## config.mk

```make
export PLATFORM = sky130hd
export DESIGN_NAME = svo_stream_monitor
export DESIGN_NICKNAME = d
export VERILOG_FILES = /design/src/rtl/svo_stream_monitor.sv
export SDC_FILE = /design/constraint.sdc
export NUM_CORES = 1
export LEC_CHECK = 0
export ABC_AREA = 1
export BUFFER_PORTS_ARGS = -buffer_cell sky130_fd_sc_hd__buf_2
export CELL_PAD_IN_SITES_DETAIL_PLACEMENT = 1
export CELL_PAD_IN_SITES_GLOBAL_PLACEMENT = 1
export CORE_MARGIN = 4
export CORE_UTILIZATION = 25
export CTS_BUF_LIST = sky130_fd_sc_hd__clkbuf_16
export DETAILED_ROUTE_END_ITERATION = 8
export PLACE_DENSITY_LB_ADDON = 0.1
export SYNTH_ARGS = -nofsm -noshare
export SYNTH_HDL_FRONTEND = slang
export SYNTH_SLANG_ARGS = --single-unit
```

## constraint.sdc

```tcl
create_clock -name clk -period 4.85 [get_ports clk]
set_input_delay 0.485 -clock clk [delete_from_list [all_inputs] [get_ports clk]]
set_output_delay 0.485 -clock clk [all_outputs]
set_load 0.02 [all_outputs]
```

## src/rtl/svo_stream_monitor.sv

```systemverilog
// svo_stream_monitor
// Passive observer for a valid/ready pixel stream. It checks frame geometry
// against start-of-frame, counts frames and error events, and signs each
// completed frame with CRC-16/CCITT-FALSE. It never drives the stream.
//
// Handshake: a pixel is transferred (a "beat") on every rising clk edge where
// mon_tvalid and mon_tready are both high. Cycles without a beat leave all
// state untouched. The monitor follows the stream at full rate and has no
// backpressure path of its own.
module svo_stream_monitor #(
    parameter int H_ACTIVE = 640,
    parameter int V_ACTIVE = 480,
    parameter int BITS     = 24
) (
    input  logic            clk,
    input  logic            resetn,
    input  logic            mon_tvalid,
    input  logic            mon_tready,
    input  logic [BITS-1:0] mon_tdata,
    input  logic            mon_tuser,
    input  logic            clear,
    output logic            locked,
    output logic            frame_done,
    output logic [15:0]     frame_count,
    output logic [15:0]     frame_crc,
    output logic            err_short,
    output logic            err_long,
    output logic [7:0]      err_count,
    output logic [11:0]     x_pos,
    output logic [11:0]     y_pos,
    output logic [1:0]      dbg_state
);

    typedef enum logic [1:0] {
        HUNT     = 2'd0,
        FRAME    = 2'd1,
        SOF_WAIT = 2'd2
    } state_t;

    localparam logic [11:0] X_LAST     = 12'(H_ACTIVE - 1);
    localparam logic [11:0] Y_LAST     = 12'(V_ACTIVE - 1);
    localparam bit          ONE_PIXEL  = (H_ACTIVE * V_ACTIVE == 1);
    // Position following pixel 0: a one-column frame moves straight to line 1.
    localparam logic [11:0] X_AFTER_SOF = (H_ACTIVE == 1) ? 12'd0 : 12'd1;
    localparam logic [11:0] Y_AFTER_SOF = (H_ACTIVE == 1) ? 12'd1 : 12'd0;

    // One CRC-16/CCITT-FALSE step over the whole data word, MSB first.
    function automatic logic [15:0] crc_update(input logic [15:0]     crc_in,
                                               input logic [BITS-1:0] data);
        logic [15:0] c;
        logic        fb;
        c = crc_in;
        for (int i = BITS - 1; i >= 0; i--) begin
            fb = c[15] ^ data[i];
            c  = {c[14:0], 1'b0};
            if (fb) begin
                c = c ^ 16'h1021;
            end
        end
        return c;
    endfunction

    state_t      state_q, state_d;
    logic [11:0] x_q, x_d;
    logic [11:0] y_q, y_d;
    logic [15:0] crc_q, crc_d;
    logic [15:0] frame_crc_q, frame_crc_d;
    logic [15:0] frame_count_q, frame_count_d;
    logic        frame_done_q, frame_done_d;
    logic        locked_q, locked_d;
    logic        err_short_q, err_short_d;
    logic        err_long_q, err_long_d;
    logic [7:0]  err_count_q, err_count_d;

    logic        beat;
    logic [15:0] crc_start;
    logic [15:0] crc_next;

    assign beat      = mon_tvalid & mon_tready;
    assign crc_start = crc_update(16'hFFFF, mon_tdata);
    assign crc_next  = crc_update(crc_q, mon_tdata);

    // State register and all registered outputs.
    always_ff @(posedge clk or negedge resetn) begin
        if (!resetn) begin
            state_q       <= HUNT;
            x_q           <= '0;
            y_q           <= '0;
            crc_q         <= '0;
            frame_crc_q   <= '0;
            frame_count_q <= '0;
            frame_done_q  <= 1'b0;
            locked_q      <= 1'b0;
            err_short_q   <= 1'b0;
            err_long_q    <= 1'b0;
            err_count_q   <= '0;
        end else begin
            state_q       <= state_d;
            x_q           <= x_d;
            y_q           <= y_d;
            crc_q         <= crc_d;
            frame_crc_q   <= frame_crc_d;
            frame_count_q <= frame_count_d;
            frame_done_q  <= frame_done_d;
            locked_q      <= locked_d;
            err_short_q   <= err_short_d;
            err_long_q    <= err_long_d;
            err_count_q   <= err_count_d;
        end
    end

    // Next-state logic: frame tracking, error detection and frame completion.
    always_comb begin
        logic        start_frame;
        logic        complete;
        logic        count_error;
        logic [15:0] done_crc;

        state_d       = state_q;
        x_d           = x_q;
        y_d           = y_q;
        crc_d         = crc_q;
        frame_crc_d   = frame_crc_q;
        frame_count_d = frame_count_q;
        frame_done_d  = 1'b0;
        locked_d      = locked_q;
        err_short_d   = err_short_q;
        err_long_d    = err_long_q;
        err_count_d   = err_count_q;
        start_frame   = 1'b0;
        complete      = 1'b0;
        count_error   = 1'b0;
        done_crc      = crc_next;

        if (clear) begin
            // Clear wins over a coincident beat, which is dropped.
            state_d       = HUNT;
            x_d           = '0;
            y_d           = '0;
            crc_d         = '0;
            frame_crc_d   = '0;
            frame_count_d = '0;
            locked_d      = 1'b0;
            err_short_d   = 1'b0;
            err_long_d    = 1'b0;
            err_count_d   = '0;
        end else if (beat) begin
            case (state_q)
                HUNT: begin
                    // Pixels before the first SOF are silently skipped.
                    if (mon_tuser) begin
                        start_frame = 1'b1;
                    end
                end
                FRAME: begin
                    if (mon_tuser) begin
                        // Premature SOF: report, then resync on it.
                        err_short_d = 1'b1;
                        locked_d    = 1'b0;
                        count_error = 1'b1;
                        start_frame = 1'b1;
                    end else if (x_q == X_LAST && y_q == Y_LAST) begin
                        complete = 1'b1;
                        done_crc = crc_next;
                    end else begin
                        crc_d = crc_next;
                        if (x_q == X_LAST) begin
                            x_d = '0;
                            y_d = y_q + 12'd1;
                        end else begin
                            x_d = x_q + 12'd1;
                        end
                    end
                end
                SOF_WAIT: begin
                    if (mon_tuser) begin
                        start_frame = 1'b1;
                    end else begin
                        // Extra pixel past the frame end: drop it and rehunt.
                        err_long_d  = 1'b1;
                        locked_d    = 1'b0;
                        count_error = 1'b1;
                        state_d     = HUNT;
                        x_d         = '0;
                        y_d         = '0;
                    end
                end
                default: begin
                    state_d = HUNT;
                    x_d     = '0;
                    y_d     = '0;
                end
            endcase

            if (start_frame) begin
                if (ONE_PIXEL) begin
                    complete = 1'b1;
                    done_crc = crc_start;
                end else begin
                    crc_d   = crc_start;
                    x_d     = X_AFTER_SOF;
                    y_d     = Y_AFTER_SOF;
                    state_d = FRAME;
                end
            end

            if (complete) begin
                crc_d         = done_crc;
                frame_crc_d   = done_crc;
                frame_count_d = frame_count_q + 16'd1;
                frame_done_d  = 1'b1;
                locked_d      = 1'b1;
                x_d           = '0;
                y_d           = '0;
                state_d       = SOF_WAIT;
            end

            if (count_error && err_count_q != 8'hFF) begin
                err_count_d = err_count_q + 8'd1;
            end
        end
    end

    assign locked      = locked_q;
    assign frame_done  = frame_done_q;
    assign frame_count = frame_count_q;
    assign frame_crc   = frame_crc_q;
    assign err_short   = err_short_q;
    assign err_long    = err_long_q;
    assign err_count   = err_count_q;
    assign x_pos       = x_q;
    assign y_pos       = y_q;
    assign dbg_state   = state_q;

endmodule

```

# Yosys cells after proc, flatten, opt, wreduce, memory -nomap -nowiden
# Index checks and enable logic that the tools add are counted.
[word_totals] reg_bits=86 inputBits=30 output_inout_bits=70
[op_classes] add_sub_neg=4 mux=117 eq_ne=16 reduce_logical=22 bitwise_logic=95
[ops] operator="two-way mux 13 bit" n=48
[ops] operator="two-way mux 16 bit" n=13
[ops] operator="two-way mux 12 bit" n=15
[ops] operator="NOT 3 bit" n=47
[ops] operator="case mux 12 bit (3 select lines)" n=2
[ops] operator="XOR 1 bit" n=44
[ops] operator="two-way mux 1 bit" n=28
[ops] operator="adder 12 x 1 -> 12 bit (second input constant)" n=2
[ops] operator="two-way mux 8 bit" n=3
[ops] operator="!= test 5 bit (second input constant)" n=4
[ops] operator="adder 16 x 1 -> 16 bit (second input constant)" n=1
[ops] operator="== test 12 x 10 -> 1 bit (second input constant)" n=1
[ops] operator="== test 12 x 9 -> 1 bit (second input constant)" n=1
[ops] operator="!= test 4 bit (second input constant)" n=3
[ops] operator="nonzero test 2 bit" n=6
[ops] operator="two-way mux 2 bit" n=5
[ops] operator="AND reduction 3 bit" n=3
[ops] operator="adder 8 x 1 -> 8 bit (second input constant)" n=1
[ops] operator="!= test 4 x 1 -> 1 bit (second input constant)" n=2
[ops] operator="!= test 8 bit (second input constant)" n=1
[ops] operator="AND reduction 4 bit" n=2
[ops] operator="nonzero test 4 bit" n=2
[ops] operator="AND reduction 6 bit" n=1
[ops] operator="AND reduction 5 bit" n=1
[ops] operator="13 further kinds" n=18

# Depth between registers and ports, before layout
# Gate-level depths: netlist of the first run.
[logic_depth] ltp_word=55 ltp_mapped=19 mapped_depth_nobuf=18

# Worst setup path after synthesis of the first run
# No wires, ideal clock.
[synth_timing] kind="register -> register" start="reg y_q[0], in the netlist y_pos[0]" end="reg frame_count_q[2], in the netlist frame_count[2]" path_buffers=2 t_arrival_ns=1.974 setup_ns=0.132 setup_slack_ns=2.744 path_stages_with_launch=15 path_cell_list="dfrtp_1 > ha_1 > nand2_1 > nor2_1 > inv_1 > nor2_1 > nand3_1 > nor2_1 > nand2_1 > nand2_1 > nand2_1 > clkbuf_1 > clkbuf_1 > nand2_1 > o21ai_0"
[synth_between] elab_chain_cells=9
[synth_rtl] element="start, declared" line="65" rtl="logic [11:0] y_q, y_d;"
[synth_rtl] element="start signal, assigned" line="100" rtl="y_q <= y_d;"
[synth_rtl] element="== test 12 x 9 -> 1 bit" line="162" rtl="end else if (x_q == X_LAST && y_q == Y_LAST) begin"
[synth_rtl] element="logical AND 1 bit" line="162"
[synth_rtl] element="two-way mux 1 bit" line="162"
[synth_rtl] element="two-way mux 1 bit" line="156" rtl="if (mon_tuser) begin"
[synth_rtl] element="two-way mux 1 bit" line="148" rtl="case (state_q)"
[synth_rtl] element="two-way mux 1 bit" line="147" rtl="end else if (beat) begin"
[synth_rtl] element="two-way mux 1 bit" line="135" rtl="if (clear) begin"
[synth_rtl] element="nonzero test 2 bit (no line)"
[synth_rtl] element="AND reduction 2 bit (no line)"
[synth_rtl] element="end signal, assigned" line="103" rtl="frame_count_q <= frame_count_d;"
[synth_rtl] element="end, declared" line="68" rtl="logic [15:0] frame_count_q, frame_count_d;"
# No other way between the ends. The select of a mux whose other input is x is not followed.
# A chain may end at the register's enable or synchronous reset.

# Worst setup path in the final report of the first run
[layout_timing] start="reg state_q[0], in the netlist dbg_state[0]" end="reg crc_q[11]"
[layout_between] elab_chain_cells=9 elab_cells_between_ends=18 classes_between="4 x eq/ne; 10 x mux; 4 x reduce/logical"
[layout_rtl] element="start, declared" line="63" rtl="state_t state_q, state_d;"
[layout_rtl] element="start signal, assigned" line="98" rtl="state_q <= state_d;"
[layout_rtl] element="== test 2 bit, or another cell as far along" line="148"
[layout_rtl] element="OR reduction 3 bit (no line)"
[layout_rtl] element="two-way mux 1 bit"
[layout_rtl] element="two-way mux 1 bit" line="147"
[layout_rtl] element="two-way mux 1 bit" line="135"
[layout_rtl] element="two-way mux 16 bit" line="195" rtl="if (start_frame) begin"
[layout_rtl] element="two-way mux 16 bit" line="207" rtl="if (complete) begin"
[layout_rtl] element="two-way mux 16 bit" line="147"
[layout_rtl] element="two-way mux 16 bit" line="135"
[layout_rtl] element="end signal, assigned" line="101" rtl="crc_q <= crc_d;"
[layout_rtl] element="end, declared" line="66" rtl="logic [15:0] crc_q, crc_d;"
# Several ways; a longest one is shown, not always the timed one. The select of a mux whose other input is x is not followed.

==> results of run 1 <==
where the power goes:
| group | leakage, nW | switching (mW) | internal, mW |
|---|---|---|---|
| Clock | 0.157 | 0.317 | 0.458 |
| Sequential | 1.18 | 0.105 | 0.799 |
| Combinational | 2.63 | 1.65 | 0.676 |
Yosys cell counts (all sizes together), types with 2 or more instances:
library cell / number / share of area [%]
a21oi: 26 / 2.1
a22o: 2 / 0.28
a22oi: 2 / 0.24
a2bb2oi: 2 / 0.28
a31oi: 2 / 0.20
a32o: 3 / 0.48
buf: 8 / 1.1
clkbuf: 7 / 0.42
clkinv: 3 / 0.18
dfrtp: 86 / 34
ha: 4 / 0.79
inv: 125 / 7.5
nand2: 340 / 23
nand3: 111 / 9.1
nand3b: 7 / 0.83
nand4: 17 / 1.7
nor2: 43 / 2.7
nor3: 19 / 1.6
nor3b: 3 / 0.36
nor4: 5 / 0.50
o21ai: 52 / 4.1
o22ai: 2 / 0.20
o31ai: 2 / 0.24
xnor2: 16 / 2.2
xor2: 35 / 5.1
worst paths after layout:
path / slack [ns] / startpoint / depth (start not counted) / endpoint
setup / recovery: 1.84 / dbg_state[0] / 7 / crc_q[11]
hold / removal: 0.16 / resetn / 1 / x_pos[11]
setup reg to reg: 1.84 / dbg_state[0] / 7 / crc_q[11]
hold reg to reg: 0.49 / frame_crc[2] / 2 / frame_crc[2]
max in group asynchronous: 3.67 / resetn / 2 / frame_crc[8]
min in group clk: 0.48 / mon_tready / 3 / dbg_state[0]
metrics by stage:
stage,hold slack (ns),worst slack [ns]
after detailed placement,0.469,1.43
after floorplan,0.189,2.74
after CTS,0.172,1.82
after global placement,0.477,1.53
final,0.161,1.84
after global routing,0.208,1.49
layer usage:
layer | track usage (%) | wire, µm | vias up
met1 | 21.6 | 11000 | 2984
met2 | 27.5 | 10600 | 76
met5 | 0 | 0 | -
met3 | 2.42 | 532 | 13
li1 | - | - | 3177
met4 | 2.88 | 222 | 0
critical path: cells and delay by family (launching register included):
family | cells | cell delay, ns
AND/OR/NAND/NOR | 2 | 0.55
flip-flops | 1 | 0.44
buffers and inverters | 2 | 0.66
AO/OA/AOI/OAI | 3 | 1.23
final cells by class:
type | count | area (µm²) | area share [%]
clock inverters | 7 | 103 | 1.38
well taps | 324 | 405 | 5.44
flip-flops and latches | 86 | 2150 | 28.9
clock buffers | 9 | 225 | 3.02
repair buffers | 101 | 513 | 6.88
inverters | 128 | 483 | 6.48
multi-input cells | 701 | 3570 | 47.9
state kept, by name, summed over array words and instances, names as in the netlist:
| signal | flops |
|---|---|
| crc_q | 16 |
| frame_count | 16 |
| frame_crc | 16 |
| x_pos | 12 |
| y_pos | 12 |
| err_count | 8 |
| dbg_state | 2 |
| err_long | 1 |
| err_short | 1 |
| frame_done | 1 |
| locked | 1 |
kinds of logic (layout without fill, tap and decap cells):
kind of cell	count (synthesis)	after routing	share of synthesized area, %
simple gates	548	548	39.7
xor+xnor	51	51	7.31
fa+ha+maj	4	4	0.793
buf+inv	144	245	9.32
flops	86	86	34.1
compound gates	98	98	8.80
==> flow_metrics.env, run 1 <==
export IMPL_skew_ns=0.0149
export IMPL_clockBufferDepth=2
export IMPL_required_ns=5.06
export IMPL_fillCellCount=3132
export IMPL_io_pins=100
export IMPL_nNetsFinal=1061
export IMPL_die_h_um=167
export IMPL_leakagePower_nw=3.97
export IMPL_final_common_cell="nand2_1"
export IMPL_placement_io_buffers=99
export IMPL_firstDrtPassIters=4
export IMPL_crit_chain="a21oi_2, nor2_1, inv_1, o21ai_1, inv_1, nand4_1, o21ai_0"
export IMPL_p_per_area_nw_per_um2=537
export IMPL_via_per_inst=4.61
export IMPL_async_flop_share_pct=100
export IMPL_drive_gt1_share_pct=17.2
export IMPL_drc=0
export IMPL_coreArea_um2=24600
export IMPL_utilization_pct=30.3
export IMPL_postRouteWirelength_mm=22.4
export IMPL_ys_seq_area_share_pct=34.1
export IMPL_fin_cells=1356
export IMPL_setup_violations=0
export IMPL_crit_path_start_kind="flip-flop"
export IMPL_dpl_cell_area_um2=7130
export IMPL_vias=6250
export IMPL_antenna_found_initial=0
export IMPL_synth_fp_nets=965
export IMPL_initial_core_util_pct=25.7
export IMPL_cts_clk_slew_worst_paths_ns=0.07
export IMPL_design_die_area_um2=27900
export IMPL_drv_slew=0
export IMPL_layout_common_cells="nand2_1 (296), inv_1 (119), nand3_1 (107)"
export IMPL_ys_warn_count=0
export IMPL_grt_max_degree=47
export IMPL_rows=57
export IMPL_hold_buffers=0
export IMPL_netlist_instances=931
export IMPL_critPathMaxStageDelay_ns=0.87
export IMPL_syn_area_um2=6310
export IMPL_grt_ovfl_total=0
export IMPL_fin_crit_sh_pct=62.0
export IMPL_rsz0062_at_grt="no"
export IMPL_placedCellCount=1340
export IMPL_synth_edf_count=0
export IMPL_tritoncts="yes"
export IMPL_fin_crit_ns=3.01
export IMPL_hold_viol=0
export IMPL_cts_post_setup_buffers_inserted=0
export IMPL_clock_latency_ns=0.35
export IMPL_peakVddDrop_mv=0.218
export IMPL_power_mw=4.00
export IMPL_hpwl_mm=18.1
export IMPL_cts_buffers=9
export IMPL_yosysUniqueCellTypes=46
export IMPL_die_w_um=167
export IMPL_worstMarginPinSlew_ns=1.10
export IMPL_grt_use_total_pct=16.0
export IMPL_detail_route_antenna_nets=0
export IMPL_grt_pass1_vias=6499
export IMPL_crit_slowest_cell="o21ai_1"
export IMPL_maxSlewHeadroom_pct=26.2
export IMPL_outcome="complete, no violations"
export IMPL_hp_class="primary input to asynchronous set/reset pin"
export IMPL_max_freq_mhz=332
export IMPL_endpoint_kind="flip-flop"
export IMPL_tns_ns=0
export IMPL_yosys_most_used_dff="dfrtp_1"
export IMPL_drtIter0Drc=254
export IMPL_drv_cap=0
export IMPL_cp_arrival_ns=3.22
export IMPL_cts_repair_resized=0
export IMPL_htree_levels=3
export IMPL_cts_root_buffer="clkbuf_16"
export IMPL_gp_congestion=0.802
export IMPL_ys_ff_latch=86
export IMPL_wire_per_inst_um=16.5
export IMPL_crit_type="flip-flop to flip-flop"
export IMPL_antenna_diode_count=0
export IMPL_syn_to_final_growth_pct=18.1
export IMPL_cts_sinks=86
export IMPL_fin_area_um2=7450
export IMPL_critical_path_peak_fanout=18
export IMPL_syn_avg_cell_area_um2=6.78
export IMPL_crit_path_frequent_cell="inv_1"
export IMPL_grt_pass1_wl_mm=35.9
Power figures use the tool's default switching activity.
==> inputs of run 2 (changes only) <==
- clock period: 4.85 -> 2.8 ns (I/O delays scaled with it)
==> flow_metrics.env, run 2 (synthesis gave the netlist of run 1 again) <==
export IMPL_outcome="complete, no violations"
export IMPL_r2r_setup_slack_ns=0.31
export IMPL_firstDrtPassIters=4
export IMPL_drv_cap=0
export IMPL_gp_congestion=0.775
export IMPL_clockBufferDepth=2
export IMPL_hp_class="primary input to flip-flop"
export IMPL_hold_worst_slack_ns=0.260
export IMPL_dp_slack_ns=0.285
export IMPL_endpoint_kind="flip-flop"
export IMPL_postRouteWirelength_mm=22.9
export IMPL_via_per_inst=4.63
export IMPL_placement_io_buffers=99
export IMPL_worstMarginPinSlew_ns=0.577
export IMPL_detail_route_antenna_nets=0
export IMPL_peakVddDrop_mv=0.382
export IMPL_cts_sinks=86
export IMPL_fillCellCount=3126
export IMPL_grt_ovfl_total=0
export IMPL_cts_buffers=9
export IMPL_nNetsFinal=1075
export IMPL_fin_crit_sh_pct=88.8
export IMPL_min_path_cells=3
export IMPL_power_mw=6.72
export IMPL_grt_max_degree=42
export IMPL_hold_viol=0
export IMPL_drc=0
export IMPL_drv_slew=0
export IMPL_crit_path_start_kind="flip-flop"
export IMPL_grt_use_total_pct=16.5
export IMPL_crit_type="flip-flop to flip-flop"
export IMPL_hp_start="mon_tready"
export IMPL_grt_pass1_wl_mm=36.8
export IMPL_max_freq_mhz=402
export IMPL_drive_gt1_share_pct=18.2
export IMPL_whs_endpoint="dbg_state[0]"
export IMPL_htree_levels=3
export IMPL_tritoncts="yes"
export IMPL_die_w_um=167
export IMPL_hpwl_mm=18.3
export IMPL_p_per_area_nw_per_um2=893
export IMPL_r2r_start="x_pos[0]"
export IMPL_rr_worst_depth=11
export IMPL_leakagePower_nw=4.01
export IMPL_antenna_found_initial=0
export IMPL_initial_core_util_pct=25.7
export IMPL_tns_ns=0
export IMPL_setup_violations=0
export IMPL_die_h_um=167
export IMPL_syn_to_final_growth_pct=19.2
export IMPL_maxSlewHeadroom_pct=61.3
export IMPL_cp_arrival_ns=2.72
export IMPL_rsz0062_at_grt="no"
export IMPL_drtIter0Drc=284
export IMPL_skew_ns=0.0136
export IMPL_r2r_end="frame_crc[11]"
export IMPL_required_ns=3.03
export IMPL_critical_path_peak_fanout=19
export IMPL_coreArea_um2=24600
export IMPL_antenna_diode_count=0
export IMPL_io_pins=100
export IMPL_grt_pass1_vias=6440
export IMPL_cts_root_buffer="clkbuf_16"
export IMPL_design_die_area_um2=27900
export IMPL_cts_clk_slew_worst_paths_ns=0.08
export IMPL_setup_ws_ns=0.312
export IMPL_final_common_cell="nand2_1"
export IMPL_wire_per_inst_um=16.7
export IMPL_fin_crit_ns=2.49
export IMPL_layout_common_cells="nand2_1 (296), inv_1 (119), nand3_1 (107)"
export IMPL_clock_latency_ns=0.35
export IMPL_vias=6347
export IMPL_rows=57
## run 2: cell count changes in the layout (fill, tap and decap cells not counted), sizes merged
cell	before	now
clkinvlp	1	2
dlygate4sd3	0	1
buf	101	114
clkinv	4	5
bufinv	2	0
## run 2: final cells by class
class                           instances  area (µm²)  area share (%)
Sequential cell                        86        2150            28.6
Timing Repair Buffer                  115         633            8.41
Clock inverter                          7        55.1           0.732
Multi-Input combinational cell        701        3570            47.5
Inverter                              128         483            6.42
Clock buffer                            9         225            2.99
Tap cell                              324         405            5.39
## run 2: critical path, stage by stage, from the launching register on
cell and delay (ns):
dfrtp_1 0.44, ha_1 0.24, nand3_1 0.14, nor3_2 0.07, nand2_1 0.13, nor2_1 0.08, nand2_1 0.10, nand2_1 0.08
nand2_1 0.12, clkinv_1 0.48, nand2_1 0.35, o21ai_0 0.13
## run 2: per-stage QoR
stage          utilization (%)  std cells  area [µm²]
3_5_place_dp              29.4       1353        7240
6_report                  30.6       1370        7530
4_1_cts                   30.6       1370        7530
2_1_floorplan                -        931        6310
3_3_place_gp              29.4       1353        7240
5_1_grt                   30.6       1370        7530
## run 2: repair_timing
action / 4_1_cts / 5_1_grt
hold buffers: 1 / 0
resized for setup: 0 / 0
endpoints found under the hold margin: 12 / 0
setup endpoints to repair: 0 / 0
buffers inserted: 0 / 0
## run 2: how the worst max path moves through the flow
stage	start	end	slack, ns	cells past startpoint
4_1_cts	x_pos[0]	frame_crc[11]	0.29	11
3_5_place_dp	x_pos[0]	frame_crc[11]	0.28	11
2_1_floorplan	y_pos[0]	frame_count[2]	0.69	14
6_report	x_pos[0]	frame_crc[11]	0.31	11
3_3_place_gp	x_pos[0]	frame_crc[11]	0.34	11
5_1_grt	y_pos[0]	frame_crc[11]	0.004	13
## run 2: report_power, final
| part | switching [mW] | internal [mW] |
|---|---|---|
| Clock | 0.591 | 0.613 |
| Sequential | 0.143 | 1.38 |
| Combinational | 2.80 | 1.19 |
## run 2: per-layer routing
metal	track usage [%]	vias up	share of wire (%)
li1	-	3211	-
met1	23.2	3044	50
met2	27.6	84	47
met3	2.04	8	2.3
met4	2.70	0	0.62
met5	0	-	0
